### config.mk
export PLATFORM = sky130hd
export DESIGN_NAME = cop_dispatch
export DESIGN_NICKNAME = d
export VERILOG_FILES = /design/src/rtl/cop_dispatch.sv
export SDC_FILE = /design/constraint.sdc
export NUM_CORES = 1
export LEC_CHECK = 0
export ABC_AREA = 1
export BUFFER_PORTS_ARGS = -buffer_cell sky130_fd_sc_hd__clkbuf_2
export CAP_MARGIN = 20
export CORE_AREA = 8 8 120 122
export DETAILED_ROUTE_END_ITERATION = 8
export DIE_AREA = 0 0 128 130
export GPL_TIMING_DRIVEN = 0
export PLACE_DENSITY_LB_ADDON = 0.2
export SKIP_CTS_REPAIR_TIMING = 1
export SLEW_MARGIN = 20
export SYNTH_ARGS = -nofsm -noshare
export SYNTH_HDL_FRONTEND = slang
export SYNTH_SLANG_ARGS = --single-unit
### constraint.sdc
create_clock -name clk -period 1.5 [get_ports clk]
set_input_delay 0.3 -clock clk [delete_from_list [all_inputs] [get_ports clk]]
set_output_delay 0.3 -clock clk [all_outputs]
set_load 0.01 [all_outputs]
### src/rtl/cop_dispatch.sv
// -----------------------------------------------------------------------------
// cop_dispatch
//
// Decode-stage dispatch controller for the GCD/LCM coprocessor instructions
// (opcode 7'b0000000 = gcd, 7'b0000001 = lcm). While such an instruction is in
// flight the core is stalled. The operands go to the coprocessor over a
// valid/ready handshake, and the controller waits for the result strobe under
// a bounded timeout. The result is then written back through a dedicated
// register-file write port. If either operand is zero, the result is formed
// locally and the coprocessor is never issued to.
//
// Parameters
//   XLEN     operand/result width
//   TIMEOUT  max cycles spent in WAIT before Fault; 0 disables the timeout
//
// Ports
//   clk, reset_n          clock, asynchronous active-low reset
//   InstrValid, Op        decode-stage instruction valid / opcode
//   SrcA, SrcB, Rd        register operands (unsigned) / destination register
//   Stall                 hold fetch/decode (the only combinational output)
//   CopValid, CopReady    issue handshake
//   CopFunc, CopA, CopB   registered request payload (func 0 = gcd, 1 = lcm)
//   CopDone, CopResult    single-cycle completion strobe and its result
//   CopWE, CopRd, CopWD   register-file writeback port
//   Busy                  controller is not idle
//   Fault                 one-cycle pulse when WAIT times out
// -----------------------------------------------------------------------------
module cop_dispatch #(
    parameter int unsigned XLEN    = 32,
    parameter int unsigned TIMEOUT = 64
) (
    input  logic            clk,
    input  logic            reset_n,
    input  logic            InstrValid,
    input  logic [6:0]      Op,
    input  logic [XLEN-1:0] SrcA,
    input  logic [XLEN-1:0] SrcB,
    input  logic [4:0]      Rd,
    output logic            Stall,
    output logic            CopValid,
    input  logic            CopReady,
    output logic            CopFunc,
    output logic [XLEN-1:0] CopA,
    output logic [XLEN-1:0] CopB,
    input  logic            CopDone,
    input  logic [XLEN-1:0] CopResult,
    output logic            CopWE,
    output logic [4:0]      CopRd,
    output logic [XLEN-1:0] CopWD,
    output logic            Busy,
    output logic            Fault
);

    typedef enum logic [1:0] {
        S_IDLE  = 2'd0,
        S_ISSUE = 2'd1,
        S_WAIT  = 2'd2,
        S_WB    = 2'd3
    } state_t;

    // The timer only has to reach TIMEOUT-1. The +2 keeps the width at one bit
    // or more when TIMEOUT is 0 or 1.
    localparam int unsigned  TW         = $clog2(TIMEOUT + 2);
    localparam logic [TW-1:0] TIMER_LAST = (TIMEOUT == 0) ? '0 : TW'(TIMEOUT - 1);

    state_t            r_state;
    state_t            w_next_state;
    logic              w_start;
    logic              w_bypass;
    logic              w_timeout;
    logic              w_stall;
    logic              w_wb_rd_nz;

    logic              r_func;
    logic [XLEN-1:0]   r_a;
    logic [XLEN-1:0]   r_b;
    logic [4:0]        r_rd;
    logic [XLEN-1:0]   r_wd;
    logic [TW-1:0]     r_timer;
    logic              r_cop_valid;
    logic              r_cop_we;
    logic              r_fault;
    logic              r_busy;

    assign w_start   = InstrValid && ((Op == 7'b0000000) || (Op == 7'b0000001));
    assign w_bypass  = (SrcA == '0) || (SrcB == '0);
    assign w_timeout = (TIMEOUT != 0) && (r_timer == TIMER_LAST);

    // On the bypass path WB is entered straight from IDLE, before Rd has been
    // latched, so the write enable has to look at the live Rd in that case.
    assign w_wb_rd_nz = (r_state == S_IDLE) ? (Rd != 5'd0) : (r_rd != 5'd0);

    // NOTE: every signal written here gets a default first, so no path can leave
    // it unassigned and infer a latch.
    always_comb begin
        w_next_state = r_state;
        w_stall      = 1'b0;
        unique case (r_state)
            S_IDLE: begin
                if (w_start) begin
                    w_stall      = 1'b1;
                    w_next_state = w_bypass ? S_WB : S_ISSUE;
                end
            end
            S_ISSUE: begin
                w_stall = 1'b1;
                if (CopReady) begin
                    w_next_state = S_WAIT;
                end
            end
            S_WAIT: begin
                w_stall = 1'b1;
                // A completion in the last allowed cycle wins over the timeout.
                if (CopDone) begin
                    w_next_state = S_WB;
                end else if (w_timeout) begin
                    w_next_state = S_IDLE;
                end
            end
            S_WB: begin
                // Stall is low here, so the instruction retires. A start
                // presented now is looked at again in IDLE on the next cycle.
                w_next_state = S_IDLE;
            end
            default: w_next_state = S_IDLE;
        endcase
    end

    // NOTE: sequential state uses non-blocking assignments, so every register
    // samples pre-edge values no matter what order the statements are in.
    always_ff @(posedge clk or negedge reset_n) begin
        if (!reset_n) begin
            r_state     <= S_IDLE;
            r_func      <= 1'b0;
            r_a         <= '0;
            r_b         <= '0;
            r_rd        <= '0;
            r_wd        <= '0;
            r_timer     <= '0;
            r_cop_valid <= 1'b0;
            r_cop_we    <= 1'b0;
            r_fault     <= 1'b0;
            r_busy      <= 1'b0;
        end else begin
            r_state <= w_next_state;

            if (r_state == S_IDLE && w_start) begin
                r_func <= Op[0];
                r_a    <= SrcA;
                r_b    <= SrcB;
                r_rd   <= Rd;
                // Zero operand: gcd(x,0) = x and lcm(x,0) = 0, so gcd is just
                // the OR of the two operands.
                if (w_bypass) begin
                    r_wd <= Op[0] ? '0 : (SrcA | SrcB);
                end
            end

            if (r_state == S_WAIT && CopDone) begin
                r_wd <= CopResult;
            end

            // The timer is held at zero throughout ISSUE, so it reads zero on
            // the first WAIT cycle.
            if (r_state == S_ISSUE) begin
                r_timer <= '0;
            end else if (r_state == S_WAIT) begin
                r_timer <= r_timer + 1'b1;
            end

            // Each registered output is computed from the state being entered,
            // so it lines up with that state.
            r_cop_valid <= (w_next_state == S_ISSUE);
            r_cop_we    <= (w_next_state == S_WB) && w_wb_rd_nz;
            r_fault     <= (r_state == S_WAIT) && !CopDone && w_timeout;
            r_busy      <= (w_next_state != S_IDLE);
        end
    end

    assign Stall    = w_stall;
    assign CopValid = r_cop_valid;
    assign CopFunc  = r_func;
    assign CopA     = r_a;
    assign CopB     = r_b;
    assign CopWE    = r_cop_we;
    assign CopRd    = r_rd;
    assign CopWD    = r_wd;
    assign Busy     = r_busy;
    assign Fault    = r_fault;

endmodule

==> results of run 1 <==
[power by group through the flow]
stage	sequential [mW]	clock, mW	combinational [mW]
6_report	4.47	3.69	3.94
2_1_floorplan	4.83	0	1.69
3_5_place_dp	4.51	0	3.68
3_3_place_gp	4.49	0	3.61
5_1_grt	4.58	3.88	4.39
4_1_cts	4.48	3.75	3.70
[registers in the layout (all words and copies together), names as in the netlist, 2 cells and up]
register	cells
CopA	32
CopB	32
CopRd	5
CopWD	32
r_state	2
r_timer	7
[cell usage after synthesis]
cell and instances:
nand2_1 292, dfrtp_1 115, o21ai_0 74, inv_1 44, nand3_1 43, nor2_1 40
buf_2 15, inv_2 11, clkbuf_1 8, a21oi_1 6, ha_1 5, nand4_1 4
nor3_1 4, buf_1 3, buf_6 3, o21ai_1 3, nand2_4 2, a211oi_1 1
and2_1 1, clkinv_1 1, clkinv_4 1, nand2_2 1, nand4_4 1, nor2_2 1
nor3b_1 1, o41ai_1 1, xor2_1 1
[kinds of logic after synthesis]
kind of cell    after synthesis
fa+ha+maj                     5
simple gates                390
compound gates               85
buf+inv                      86
flops                       115
xor+xnor                      1
[worst max-delay path, stage by stage, from the launching register on]
cell     delay, ns
dfrtp_2       0.42
inv_2         0.09
ha_4          0.16
nand4_4       0.16
buf_8         0.17
buf_12        0.12
a21oi_4       0.11
buf_6         0.11
[worst paths after layout]
kind | start | to | cells after the start
worst max-delay path | r_state[1] | Stall | 7
worst min-delay path | CopDone | Fault | 2
worst max register to register | r_state[0] | CopWD[1] | 11
worst min register to register | CopB[4] | CopB[4] | 2
max in group asynchronous | reset_n | CopWD[4] | 3
min in group asynchronous | reset_n | CopB[27] | 2
[metal layers]
layer / wire, um / vias up / share of wire (%)
met2: 8905 / 198 / 48
met3: 1329 / 28 / 7.2
li1: - / 2672 / -
met1: 7865 / 2444 / 42
met4: 423 / 0 / 2.3
met5: 0 / - / 0
[metrics by stage]
stage | instance area [um^2] | hold WS (ns) | power [mW]
after floorplan | 5363 | 0.004409 | 6.519
after global routing | 7567 | 0.1076 | 12.84
after CTS | 7257 | -0.1238 | 11.93
after detailed placement | 6710 | 0.3129 | 8.195
after global placement | 6674 | 0.4625 | 8.108
final | 7567 | 0.1129 | 12.11
[final cells by class]
| type | count | area share, % |
|---|---|---|
| plain buffers | 27 | 3.241 |
| clock buffers | 28 | 6.961 |
| clock inverters | 4 | 0.2646 |
| inverters | 57 | 2.960 |
| multi-input cells | 481 | 28.49 |
| flip-flops and latches | 115 | 38.05 |
| well taps | 172 | 2.844 |
| repair buffers | 242 | 17.20 |
==> results.yml, run 1 <==
cells_and_area:
  final_common_cell: "nand2_1"
  fillerInstances: 1238
  syn_to_final_growth_pct: 42.07
  final_util_pct: 60.96
  final_cells: 1126
  seq_area_mm2: 0.002879
  drive_above_1_share_pct: 33.96
  antenna_cells: 0
  layout_common_cells: "288 x nand2_1, 221 x clkbuf_2, 114 x dfrtp_1"
  final_nets: 1059
  multi_input_area_mm2: 0.002156
clocking:
  htree_levels: 4
  numCtsBuffers: 17
  root_buffer: "clkbuf_16"
  clockBufferDepth: 2
  cts.sinks: 115
  clkLatencyLatePin_ns: 0.41
  clk_transition_reported_paths_ns: 0.05
  cts_tree: "done"
logic_synthesis:
  synth_area_mm2: 0.005326
  syn_nets: 800
  yosys.area.top_type: "dfrtp_1"
  synth.top_cell.area_share_pct: 54.03
  synth_cell_type_count: 27
  synth_xor_area_share_pct: 0.1644
  yosys-top-cells-area: "dfrtp_1 54%, nand2_1 21%, o21ai_0 7.0%, nand3_1 4.0%, inv_1 3.1%"
  seq_area_frac_synth_pct: 54.03
  synth_area_per_cell_um2: 7.810
  syn_inst: 682
  synthMuxAreaShare_pct: 0
  synth-warning-count: 0
  synth-simple-area-share_pct: 29.60
  synth-compound-area-share_pct: 8.104
  synth-seq-cells: 115
  synth_top_family_by_area: "simple AND/OR/NAND/NOR gates"
  synthAdderAreaFrac_pct: 1.175
power_and_ir_drop:
  pwr-share-comb_pct: 32.5
  switchingPower_mw: 4.121
  p_leak_nw: 4.374
  seq_power_share_pct: 36.9
  p_int_mw: 7.989
  swShare_pct: 34.03
  cellPowerDensity_mw_per_mm2: 1600
  max-vdd-ir-drop_uv: 774.3
  power_frac_clock_pct: 30.5
critical_path:
  end_kind: "output pin"
  worstPathArrival_ns: 1.76
  cp_max_fo: 6
  required_ns: 1.20
  ff2ff_setup_slack_ns: -0.35
  crit_type: "reg2out"
  startpoint_type: "flop"
global_routing:
  grt_pass1_vias: 5435
  grt_overflow_total: 0
  use_met1_pct: 27.73
  antenna_found_initial: 0
  grt.met3_usage_pct: 7.099
  grt_max_degree: 60
  grt_pass1_wl_um: 28640
  track_usage_pct: 22.45
  grt_busiest_layer: "met2"
  met2_usage_pct: 35.81
sta:
  hold_violations: 0
  finalSetupViolations: 75
  period_share_pct: 137.2
  rsz0062_at_grt: "yes"
  fmax_mhz: 485.9
  final.setup_skew_ns: 0.004477
  tightest_slew_ns: 0.5117
  drv_slew: 0
  period_needed_ns: 2.058
  timing.slew.headroom_pct: 65.89
  tns_ns: -11.42
  finalWorstSetupSlack_ns: -0.5579
min_path:
  hold_path_class: "in2reg"
placed_design:
  dp_cells: 1074
  numPortBuffers: 219
  post-place-ws_ns: -0.6959
  routabilityCongestion: 0.8020
  place_hpwl_um: 14180
routing:
  avgRoutedWirePerCell_um: 16.45
  drc: 0
  vias_per_cell: 4.744
  postRouteAntennaNets: 0
  wirelength_um: 18530
  vias: 5342
  drtIter0Drc: 388
  firstDrtPassIters: 7
die:
  die_area_mm2: 0.01664
  dieHeight_um: 130
  pin_count: 220
  rows: 41
  die_w_um: 128
  start_util_pct: 42.90
  core_mm2: 0.01241
status:
  status: "finished, violations left"
  violations: "setup timing"
run:
  maxCapViolCount: 0
(Power assumes the default switching activity.)
==> inputs of run 2 (changes only) <==
Settings changed: HOLD_SLACK_MARGIN from default to 0.05, SETUP_SLACK_MARGIN from default to 0.5.
==> results.yml, run 2 (synthesis results as in run 1) <==
cells_and_area:
  drive_above_1_share_pct: 37.56
  final_cells: 1141
  final_nets: 1074
  fillerInstances: 1116
  final_common_cell: "nand2_1"
  syn_to_final_growth_pct: 54.31
  multi_input_area_mm2: 0.002286
  layout_common_cells: "284 x nand2_1, 191 x clkbuf_2, 112 x dfrtp_1"
  seq_area_mm2: 0.002882
  antenna_cells: 0
global_routing:
  antenna_found_initial: 0
  grt_pass1_vias: 5515
  grt_max_degree: 83
  grt_overflow_total: 0
  track_usage_pct: 22.55
  grt_pass1_wl_um: 28890
run:
  maxCapViolCount: 0
critical_path:
  worstPathArrival_ns: 1.73
  required_ns: 1.20
  crit_buf_inv: 4
  ff2ff_setup_slack_ns: -0.28
  r2r_start: "r_state[0]"
  path_delay_family: "buffers and inverters"
  slowest_stage: "dfrtp_2"
  cpPeakStageDelay_ns: 0.44
  reg2reg_depth: 11
  cp_cell_sequence: "inv_4 > ha_4 > nand4_4 > buf_8 > buf_12 > a21oi_4 > buf_6"
  crit_type: "reg2out"
  rr_endpoint: "CopWD[11]"
  end_kind: "output pin"
  startpoint_type: "flop"
  cp_max_fo: 5
routing:
  firstDrtPassIters: 4
  drtIter0Drc: 313
  postRouteAntennaNets: 0
  drt-met1-wl_um: 8122
  wirelength_um: 19140
  drc: 0
  vias_per_cell: 4.740
  avgRoutedWirePerCell_um: 16.77
  vias: 5408
  dr.max_layer_used: "met4"
  dr_wl_met2_um: 9409
  wl_met3_um: 1209
sta:
  tightest_slew_ns: 0.4985
  finalSetupViolations: 82
  period_needed_ns: 2.029
  period_share_pct: 135.3
  finalWorstSetupSlack_ns: -0.5291
  fmax_mhz: 492.8
  whs_ns: -0.2324
  drv_slew: 0
  final.setup_skew_ns: 0.006043
  hold_violations: 33
  rsz0062_at_grt: "yes"
  timing.slew.headroom_pct: 66.76
clocking:
  cts.sinks: 115
  root_buffer: "clkbuf_16"
  clk_transition_reported_paths_ns: 0.05
  htree_levels: 4
  clockBufferDepth: 2
  clkLatencyLatePin_ns: 0.42
  cts_tree: "done"
  numCtsBuffers: 17
power_and_ir_drop:
  cellPowerDensity_mw_per_mm2: 1674
  p_leak_nw: 4.631
  max-vdd-ir-drop_uv: 1352
die:
  start_util_pct: 42.90
  core_mm2: 0.01241
  die_w_um: 128
  rows: 41
  dieHeight_um: 130
  pin_count: 220
  die_area_mm2: 0.01664
status:
  violations: "hold timing, setup timing"
  status: "finished, violations left"
min_path:
  hold_path_class: "in2async"
placed_design:
  numPortBuffers: 219
  routabilityCongestion: 0.7985
  dp_cells: 1074
  place_hpwl_um: 14060
[run 2: worst max-delay path by stage]
stage	startpoint	end	slack, ns	cells after the start
after global placement	reset_n	CopWD[5]	-1.61	1
after detailed placement	r_state[1]	Stall	-0.35	7
after global routing	r_state[0]	Stall	-0.59	7
after CTS	r_state[1]	Stall	-0.80	7
final	r_state[0]	Stall	-0.53	7
after floorplan	r_state[1]	Stall	-0.06	6
[run 2: per-layer routing]
layer,global-route usage [%],vias to the layer above
met5,0,-
met4,8.252,0
met3,7.140,24
met2,36.59,173
met1,27.75,2510
li1,-,2701
[run 2: per-stage QoR]
step / instance area, um^2 / setup WS [ns] / TNS (ns) / power, mW / util, %
after floorplan: 5464 / -0.05973 / -0.05973 / 6.697 / -
after global placement: 6775 / -1.612 / -195.62 / 8.283 / 54.58
after detailed placement: 6812 / -0.3521 / -13.49 / 8.393 / 54.87
after CTS: 7496 / -0.7980 / -15.25 / 13.11 / 60.38
after global routing: 8219 / -0.5864 / -17.03 / 14.54 / 66.21
final: 8219 / -0.5291 / -10.49 / 13.76 / 66.21
[run 2: layout make-up]
cell class	instances	share of cell area, %
flip-flops and latches	115	35.06
multi-input cells	481	27.81
repair buffers	255	19.35
clock buffers	22	5.891
plain buffers	29	3.928
inverters	57	2.908
well taps	172	2.618
clock inverters	10	2.436
[run 2: power breakdown]
| group | internal [mW] | switching [mW] | total [mW] |
|---|---|---|---|
| clock network | 3.28 | 1.39 | 4.66 |
| logic | 2.08 | 2.49 | 4.57 |
| registers | 3.97 | 0.556 | 4.53 |
| total | 9.33 | 4.43 | 13.8 |
==> inputs of run 3 (changes only) <==
Settings changed: CORE_AREA 8 8 120 122 to 8 8 133 135, DIE_AREA 0 0 128 130 to 0 0 141 143.
==> results.yml, run 3 (synthesis results as in run 1) <==
status:
  status: "finished, violations left"
  violations: "hold timing, setup timing"
sta:
  finalSetupViolations: 83
  rsz0062_at_grt: "yes"
  tightest_slew_ns: 0.4882
  final.setup_skew_ns: 0.005889
  hold_violations: 39
  period_needed_ns: 2.041
  drv_slew: 0
  timing.slew.headroom_pct: 67.46
  fmax_mhz: 490.0
  period_share_pct: 136.1
  tns_ns: -10.56
  whs_ns: -0.1987
  finalWorstSetupSlack_ns: -0.5409
critical_path:
  cp_cell_sequence: "inv_2 > ha_4 > nand4_4 > buf_8 > buf_12 > a21oi_4 > buf_6"
  worstPathArrival_ns: 1.74
  rr_endpoint: "CopWD[1]"
  cpPeakStageDelay_ns: 0.44
  cp.depth: 7
  required_ns: 1.20
  ff2ff_setup_slack_ns: -0.30
  end_kind: "output pin"
  path_delay_family: "buffers and inverters"
  reg2reg_depth: 10
  startpoint_type: "flop"
  crit_start: "r_state[1]"
  slowest_stage: "dfrtp_2"
  endpoint: "Stall"
  crit_type: "reg2out"
  r2r_start: "r_state[0]"
  cp_max_fo: 5
  crit_buf_inv: 4
die:
  dieHeight_um: 143
  core_mm2: 0.01560
  die_area_mm2: 0.02016
  start_util_pct: 34.15
  die_w_um: 141
  pin_count: 220
  rows: 46
clocking:
  root_buffer: "clkbuf_16"
  clockBufferDepth: 2
  clkLatencyLatePin_ns: 0.41
  cts_tree: "done"
  htree_levels: 4
  clk_transition_reported_paths_ns: 0.06
  numCtsBuffers: 17
  cts.sinks: 115
global_routing:
  grt_pass1_wl_um: 29850
  grt_overflow_total: 0
  grt_max_degree: 77
  track_usage_pct: 19.32
  grt_pass1_vias: 5305
  antenna_found_initial: 0
min_path:
  hold_path_class: "in2async"
routing:
  postRouteAntennaNets: 0
  drtIter0Drc: 311
  drt-met1-wl_um: 8537
  vias: 5331
  wirelength_um: 19680
  drc: 0
  vias_per_cell: 4.560
  firstDrtPassIters: 4
  avgRoutedWirePerCell_um: 16.83
  wl_met3_um: 1205
  dr.max_layer_used: "met4"
  dr_wl_met2_um: 9532
power_and_ir_drop:
  report.power.total_mw: 12.67
  pwr-share-comb_pct: 33.8
  power_frac_clock_pct: 30.5
  cellPowerDensity_mw_per_mm2: 1606
  seq_power_share_pct: 35.6
  p_leak_nw: 4.458
  swShare_pct: 34.94
  switchingPower_mw: 4.428
  p_int_mw: 8.245
  max-vdd-ir-drop_uv: 833.5
placed_design:
  numPortBuffers: 219
  post-place-ws_ns: -0.4161
  detailed_place.area_mm2: 0.006867
  dp_cells: 1118
  routabilityCongestion: 0.8603
  place_hpwl_um: 14930
cells_and_area:
  final_common_cell: "nand2_1"
  final_util_pct: 50.60
  final_nets: 1058
  drive_above_1_share_pct: 36.10
  antenna_cells: 0
  syn_to_final_growth_pct: 48.18
  fin_area_mm2: 0.007893
  layout_common_cells: "290 x nand2_1, 201 x clkbuf_2, 114 x dfrtp_1"
  final_cells: 1169
run:
  maxCapViolCount: 0
## run 3: cell count changes in the layout (fill, tap and decap cells not counted), sizes merged
cell	change
buf	-22
clkbuf	+7
bufinv	-5
clkinvlp	+4
## run 3: layout make-up
| class | instances | area, um^2 |
|---|---|---|
| Buffer | 29 | 295.3 |
| Fill cell | 1592 | 7705 |
| Tap cell | 216 | 270.3 |
| Clock inverter | 9 | 80.08 |
| Clock buffer | 23 | 478.0 |
| Timing Repair Buffer | 239 | 1394 |
| Sequential cell | 115 | 2879 |
| Multi-Input combinational cell | 481 | 2265 |
| Inverter | 57 | 231.5 |
## run 3: power by group through the flow
stage               logic, mW  clock network [mW]  registers, mW
finish                   4.29                3.87           4.51
global route             4.75                4.05           4.62
CTS                      3.92                3.93           4.49
detailed placement       3.89                   0           4.52
global placement         3.84                   0           4.51
floorplan                1.84                   0           4.86
## run 3: worst min-delay path by stage
stage	to	slack [ns]	depth (start not counted)
after floorplan	Busy	0.004	0
after CTS	CopB[27]	-0.20	1
after global routing	CopB[27]	-0.19	1
after global placement	CopA[30]	0.46	2
final	CopB[27]	-0.20	1
after detailed placement	CopB[27]	0.25	1
## run 3: metal layers
metal,vias up,GRT usage (%)
met5,-,0
met4,0,7.975
met3,26,5.109
met2,165,31.06
met1,2469,24.22
li1,2671,-
